`config.mk`:
```
export PLATFORM = sky130hd
export DESIGN_NAME = nibble_compare_seq
export DESIGN_NICKNAME = d
export VERILOG_FILES = /design/src/rtl/nibble_compare_seq.sv
export SDC_FILE = /design/constraint.sdc
export NUM_CORES = 1
export LEC_CHECK = 0
export ABC_AREA = 1
export BUFFER_PORTS_ARGS = -buffer_cell sky130_fd_sc_hd__buf_4
export CAP_MARGIN = 20
export CORE_MARGIN = 3
export CORE_UTILIZATION = 53
export DETAILED_ROUTE_END_ITERATION = 16
export HOLD_SLACK_MARGIN = 0.12
export PLACE_DENSITY = 0.77
export SKIP_CTS_REPAIR_TIMING = 1
export SLEW_MARGIN = 15
export SYNTH_ARGS = -nofsm -noshare
export SYNTH_HDL_FRONTEND = slang
export SYNTH_SLANG_ARGS = --single-unit
```
`constraint.sdc`:
```
create_clock -name iClk -period 1.9 [get_ports iClk]
set_input_delay 0.285 -clock iClk [delete_from_list [all_inputs] [get_ports iClk]]
set_output_delay 0.285 -clock iClk [all_outputs]
set_load 0.05 [all_outputs]
```
`src/rtl/nibble_compare_seq.sv`:
```
// Purpose: sequences a wide unsigned compare through one shared 4-bit cascadable comparator slice, MSB nibble first.
// Latency: start edge k -> oDone in cycle k+NIBBLES+2 (with NIBBLE_CMP_EARLY_EXIT_EN: nibbles examined + 2).
// Backpressure: none; iStart is only honoured in IDLE, requests while busy are dropped, not queued.
//
// Optional build macro NIBBLE_CMP_EARLY_EXIT_EN: stop at the first decided nibble instead of
// cascading the decision through the remaining nibbles.
// NIBBLES legal range is 2..16 and 2**IDX_W must be >= NIBBLES.

module nibble_compare_seq #(
    parameter int NIBBLES = 4,
    parameter int IDX_W   = 4
) (
    input  logic                 iClk,
    input  logic                 iRst,
    input  logic                 iStart,
    input  logic [4*NIBBLES-1:0] iData_a,
    input  logic [4*NIBBLES-1:0] iData_b,
    output logic [3:0]           oCmp_a,
    output logic [3:0]           oCmp_b,
    output logic [2:0]           oCmp_cas,
    input  logic [2:0]           iCmp_res,
    output logic                 oBusy,
    output logic                 oDone,
    output logic [2:0]           oData,
    output logic                 oErr
);

    typedef enum logic [1:0] {
        IDLE = 2'd0,
        LOAD = 2'd1,
        RUN  = 2'd2,
        DONE = 2'd3
    } state_t;

    localparam logic [2:0] RES_EQ = 3'b010;

    state_t               state;
    state_t               state_nxt;
    logic [4*NIBBLES-1:0] op_a;
    logic [4*NIBBLES-1:0] op_b;
    logic [IDX_W-1:0]     idx;
    logic [2:0]           run;

    logic [IDX_W-1:0]     sel_idx;
    logic [4*NIBBLES-1:0] shift_a;
    logic [4*NIBBLES-1:0] shift_b;
    logic                 res_onehot;
    logic                 last_nibble;
    logic                 run_exit;

    // Nibble to present next: in LOAD the top nibble (idx already NIBBLES-1), in RUN the one below idx.
    always_comb begin
        sel_idx     = (state == LOAD) ? idx : (idx - 1'b1);
        shift_a     = op_a >> {sel_idx, 2'b00};
        shift_b     = op_b >> {sel_idx, 2'b00};
        res_onehot  = (iCmp_res == 3'b001) || (iCmp_res == 3'b010) || (iCmp_res == 3'b100);
        last_nibble = (idx == '0);
`ifdef NIBBLE_CMP_EARLY_EXIT_EN
        run_exit    = last_nibble || (iCmp_res != RES_EQ);
`else
        run_exit    = last_nibble;
`endif
    end

    // Next-state logic and state-decoded handshake outputs.
    always_comb begin
        state_nxt = state;
        oBusy     = 1'b0;
        oDone     = 1'b0;
        case (state)
            IDLE: if (iStart) state_nxt = LOAD;
            LOAD: begin
                oBusy     = 1'b1;
                state_nxt = RUN;
            end
            RUN: begin
                oBusy = 1'b1;
                if (run_exit) state_nxt = DONE;
            end
            DONE: begin
                oDone     = 1'b1;
                state_nxt = IDLE;
            end
            default: state_nxt = IDLE;
        endcase
    end

    // State register.
    always_ff @(posedge iClk) begin
        if (iRst) state <= IDLE;
        else      state <= state_nxt;
    end

    // Operand capture, nibble sequencing, cascade feedback and result/error registers.
    always_ff @(posedge iClk) begin
        if (iRst) begin
            op_a     <= '0;
            op_b     <= '0;
            idx      <= '0;
            run      <= 3'b000;
            oCmp_a   <= 4'h0;
            oCmp_b   <= 4'h0;
            oCmp_cas <= 3'b000;
            oData    <= 3'b000;
            oErr     <= 1'b0;
        end else begin
            case (state)
                IDLE: begin
                    oCmp_a   <= 4'h0;
                    oCmp_b   <= 4'h0;
                    oCmp_cas <= 3'b000;
                    if (iStart) begin
                        op_a  <= iData_a;
                        op_b  <= iData_b;
                        idx   <= IDX_W'(NIBBLES - 1);
                        run   <= 3'b000;
                        oData <= 3'b000;
                        oErr  <= 1'b0;
                    end
                end
                LOAD: begin
                    oCmp_a   <= shift_a[3:0];
                    oCmp_b   <= shift_b[3:0];
                    oCmp_cas <= 3'b000;
                end
                RUN: begin
                    run <= iCmp_res;
                    if (!res_onehot) oErr <= 1'b1;
                    if (run_exit) begin
                        // run is updated on this same edge, so take the slice result directly
                        // to have oData valid in the cycle oDone is high.
                        oData    <= iCmp_res;
                        oCmp_a   <= 4'h0;
                        oCmp_b   <= 4'h0;
                        oCmp_cas <= 3'b000;
                    end else begin
                        idx    <= idx - 1'b1;
                        oCmp_a <= shift_a[3:0];
                        oCmp_b <= shift_b[3:0];
                        // Equal-so-far must not be fed back: a non-zero cascade makes the
                        // slice pass it through and ignore the lower nibbles.
                        oCmp_cas <= (iCmp_res == RES_EQ) ? 3'b000 : iCmp_res;
                    end
                end
                default: begin
                    oCmp_a   <= 4'h0;
                    oCmp_b   <= 4'h0;
                    oCmp_cas <= 3'b000;
                end
            endcase
        end
    end

endmodule

```
==> impl_metrics.yaml <==
logic_synthesis:
  seq_area_frac_synth_pct: 43.4
  synth_area_per_cell_um2: 7.17
  ys_ff_latch: 53
  synth.largest_area_cell: "dfxtp_1"
  yosysWarnings: 0
  syn-num-nets: 385
  syn_inst: 341
  synthesis.area_um2: 2440
  synth.top_cells.by_area: "dfxtp_1, nand3_1, nand2_1"
  synth_top_area_share_pct: 43.4
  ys_types: 22
routing:
  wirelength_mm: 5.24
  drc: 0
  drt_pass1_iterations: 4
  drt.antenna.violating_nets: 0
  viasPerCell: 5.09
  drt-initial-drc-count: 104
  vias: 2270
  routedWlPerCell_um: 11.8
worst_hold_path:
  hold_path.class: "in2reg"
clock_network:
  numCtsBuffers: 5
  clockBufferDepth: 2
  cts_tree: "built"
  clkTransAtPathRegs_ns: 0.09
  htreeDepth: 2
  clock_latency_ns: 0.31
  clock_sinks: 53
  root_buffer: "clkbuf_8"
sta:
  skew_ns: 0.00847
  rsz0062_at_grt: "false"
  worst_pin_slew_ns: 0.388
  setup_tns_ns: 0
  holdWs_ns: 0.193
  slew_headroom_pct: 74.2
  fin_crit_sh_pct: 87.6
  hold_viol: 0
  setup_ws_ns: 0.235
  max_freq_ghz: 0.601
  setup_violations: 0
  final_max_slew_viol_count: 0
  finalCriticalPeriod_ns: 1.66
critical_path:
  crit_required_ns: 2.10
  crit_path_end_kind: "register"
  crit_path_start_kind: "register"
  criticalPathCategory: "reg2reg"
  path_max_fanout: 9
  arrival_ns: 1.86
floorplan:
  coreArea_um2: 4410
  die_w_um: 73.9
  initial_utilization_pct: 55.4
  fp.dieH_um: 73.9
  io_pins: 55
  fp.dieArea_um2: 5460
  fp-row-count: 24
place:
  place_congestion: 0.825
  port_buffers: 54
  place_hpwl_mm: 4.01
  dp_slack_ns: 0.194
global_routing:
  antenna_found_initial: 0
  grtUsageTotal_pct: 19.9
  grt_overflow: 0
  grt_pass1_vias: 1941
  grt_pass1_wl_mm: 8.51
  grt_max_degree: 28
pwr:
  powerDensity_nw_per_um2: 1640
  p_comb_share_pct: 53.5
  power_uw: 4900
  vdd_drop_max_uv: 886
  switching_share_pct: 44.8
  p_int_uw: 2710
  clkPwrFrac_pct: 15.4
  power_frac_seq_pct: 31.1
  cellLeakagePower_uw: 0.00142
  switchingPower_uw: 2190
layout:
  final_common_cell: "buf_4"
  mostFrequentLayoutCells: "buf_4, nand2_1, dfxtp_1"
  nets: 437
  syn_to_final_growth_pct: 22.1
  drive_gt1_share_pct: 19.5
  antennaDiodeCount: 0
flow_run:
  cap_violations: 0
status:
  run_status: "complete, no violations"
per-stage QoR:
stage	area (um2)	std cells	util [%]
floorplan	2440	341	-
global placement	2860	438	64.9
detailed placement	2860	438	64.9
CTS	2980	446	67.4
global route	2990	446	67.6
finish	2990	446	67.6
per-layer routing:
metal | vias to the layer above | wire length, um | track usage (%)
met5 | - | 0 | 0
met4 | 0 | 58 | 5.84
met3 | 6 | 324 | 5.20
met2 | 55 | 2380 | 31.1
met1 | 1007 | 2480 | 27.0
li1 | 1202 | - | -
worst max-delay path, stage by stage (launching register included):
cell and delay (ns):
dfxtp_1 0.43, inv_2 0.13, ha_1 0.37, o21ai_4 0.27, inv_2 0.12, nand3_1 0.11, nand2_1 0.05, inv_1 0.04
nor2_1 0.03
sequential cells by signal (all words and copies together) (netlist names):
| register | count |
|---|---|
| op_a | 16 |
| op_b | 16 |
| idx | 4 |
| oCmp_a | 4 |
| oCmp_b | 4 |
| oCmp_cas | 3 |
| oData | 3 |
| state | 2 |
| oErr | 1 |
cells in the mapped netlist:
cell      number
inv_1         45
buf_2          5
a21oi_1       34
nand4_1        3
ha_1           6
nand2_2        2
nand3_2        1
nand2_1       56
o21ai_2        1
buf_1          1
inv_2          3
nand2_8        1
clkinv_2       1
nor2_1        36
nand3_1       43
or2_2          1
buf_6          4
nand3b_1       8
nor3b_1        1
o21ai_0       32
dfxtp_1       53
clkbuf_1       4
cell type report:
cell class,instances,area [um2]
clock buffer,6,72.6
clock inverter,2,38.8
fill,392,1430
inverter,49,185
multi-input combinational,225,1120
sequential,53,1060
tap,52,65.1
timing repair buffer,59,443
final timing paths:
check,from,end,slack (ns),cells after the start
setup / recovery,idx[0],oCmp_b[3],0.24,8
hold / removal,iCmp_res[2],oCmp_cas[2],0.19,3
setup reg to reg,idx[0],oCmp_b[3],0.24,8
hold reg to reg,op_a[3],op_a[3],0.46,2
logic make-up after synthesis:
kind of cell	share of synthesized area, %
AO/OA/AOI/OAI	13.9
adder cells (fa/ha/maj)	3.07
buffers and inverters	11.2
flip-flops	43.4
AND/OR/NAND/NOR	28.5
power groups by stage:
stage | registers (uW) | logic (uW) | clock network (uW)
after floorplan | 1640 | 1960 | 0
after global placement | 1540 | 2530 | 0
after detailed placement | 1550 | 2580 | 0
after CTS | 1520 | 2590 | 766
after global routing | 1550 | 2980 | 802
final | 1520 | 2620 | 756
Power figures use the tool's default switching activity.
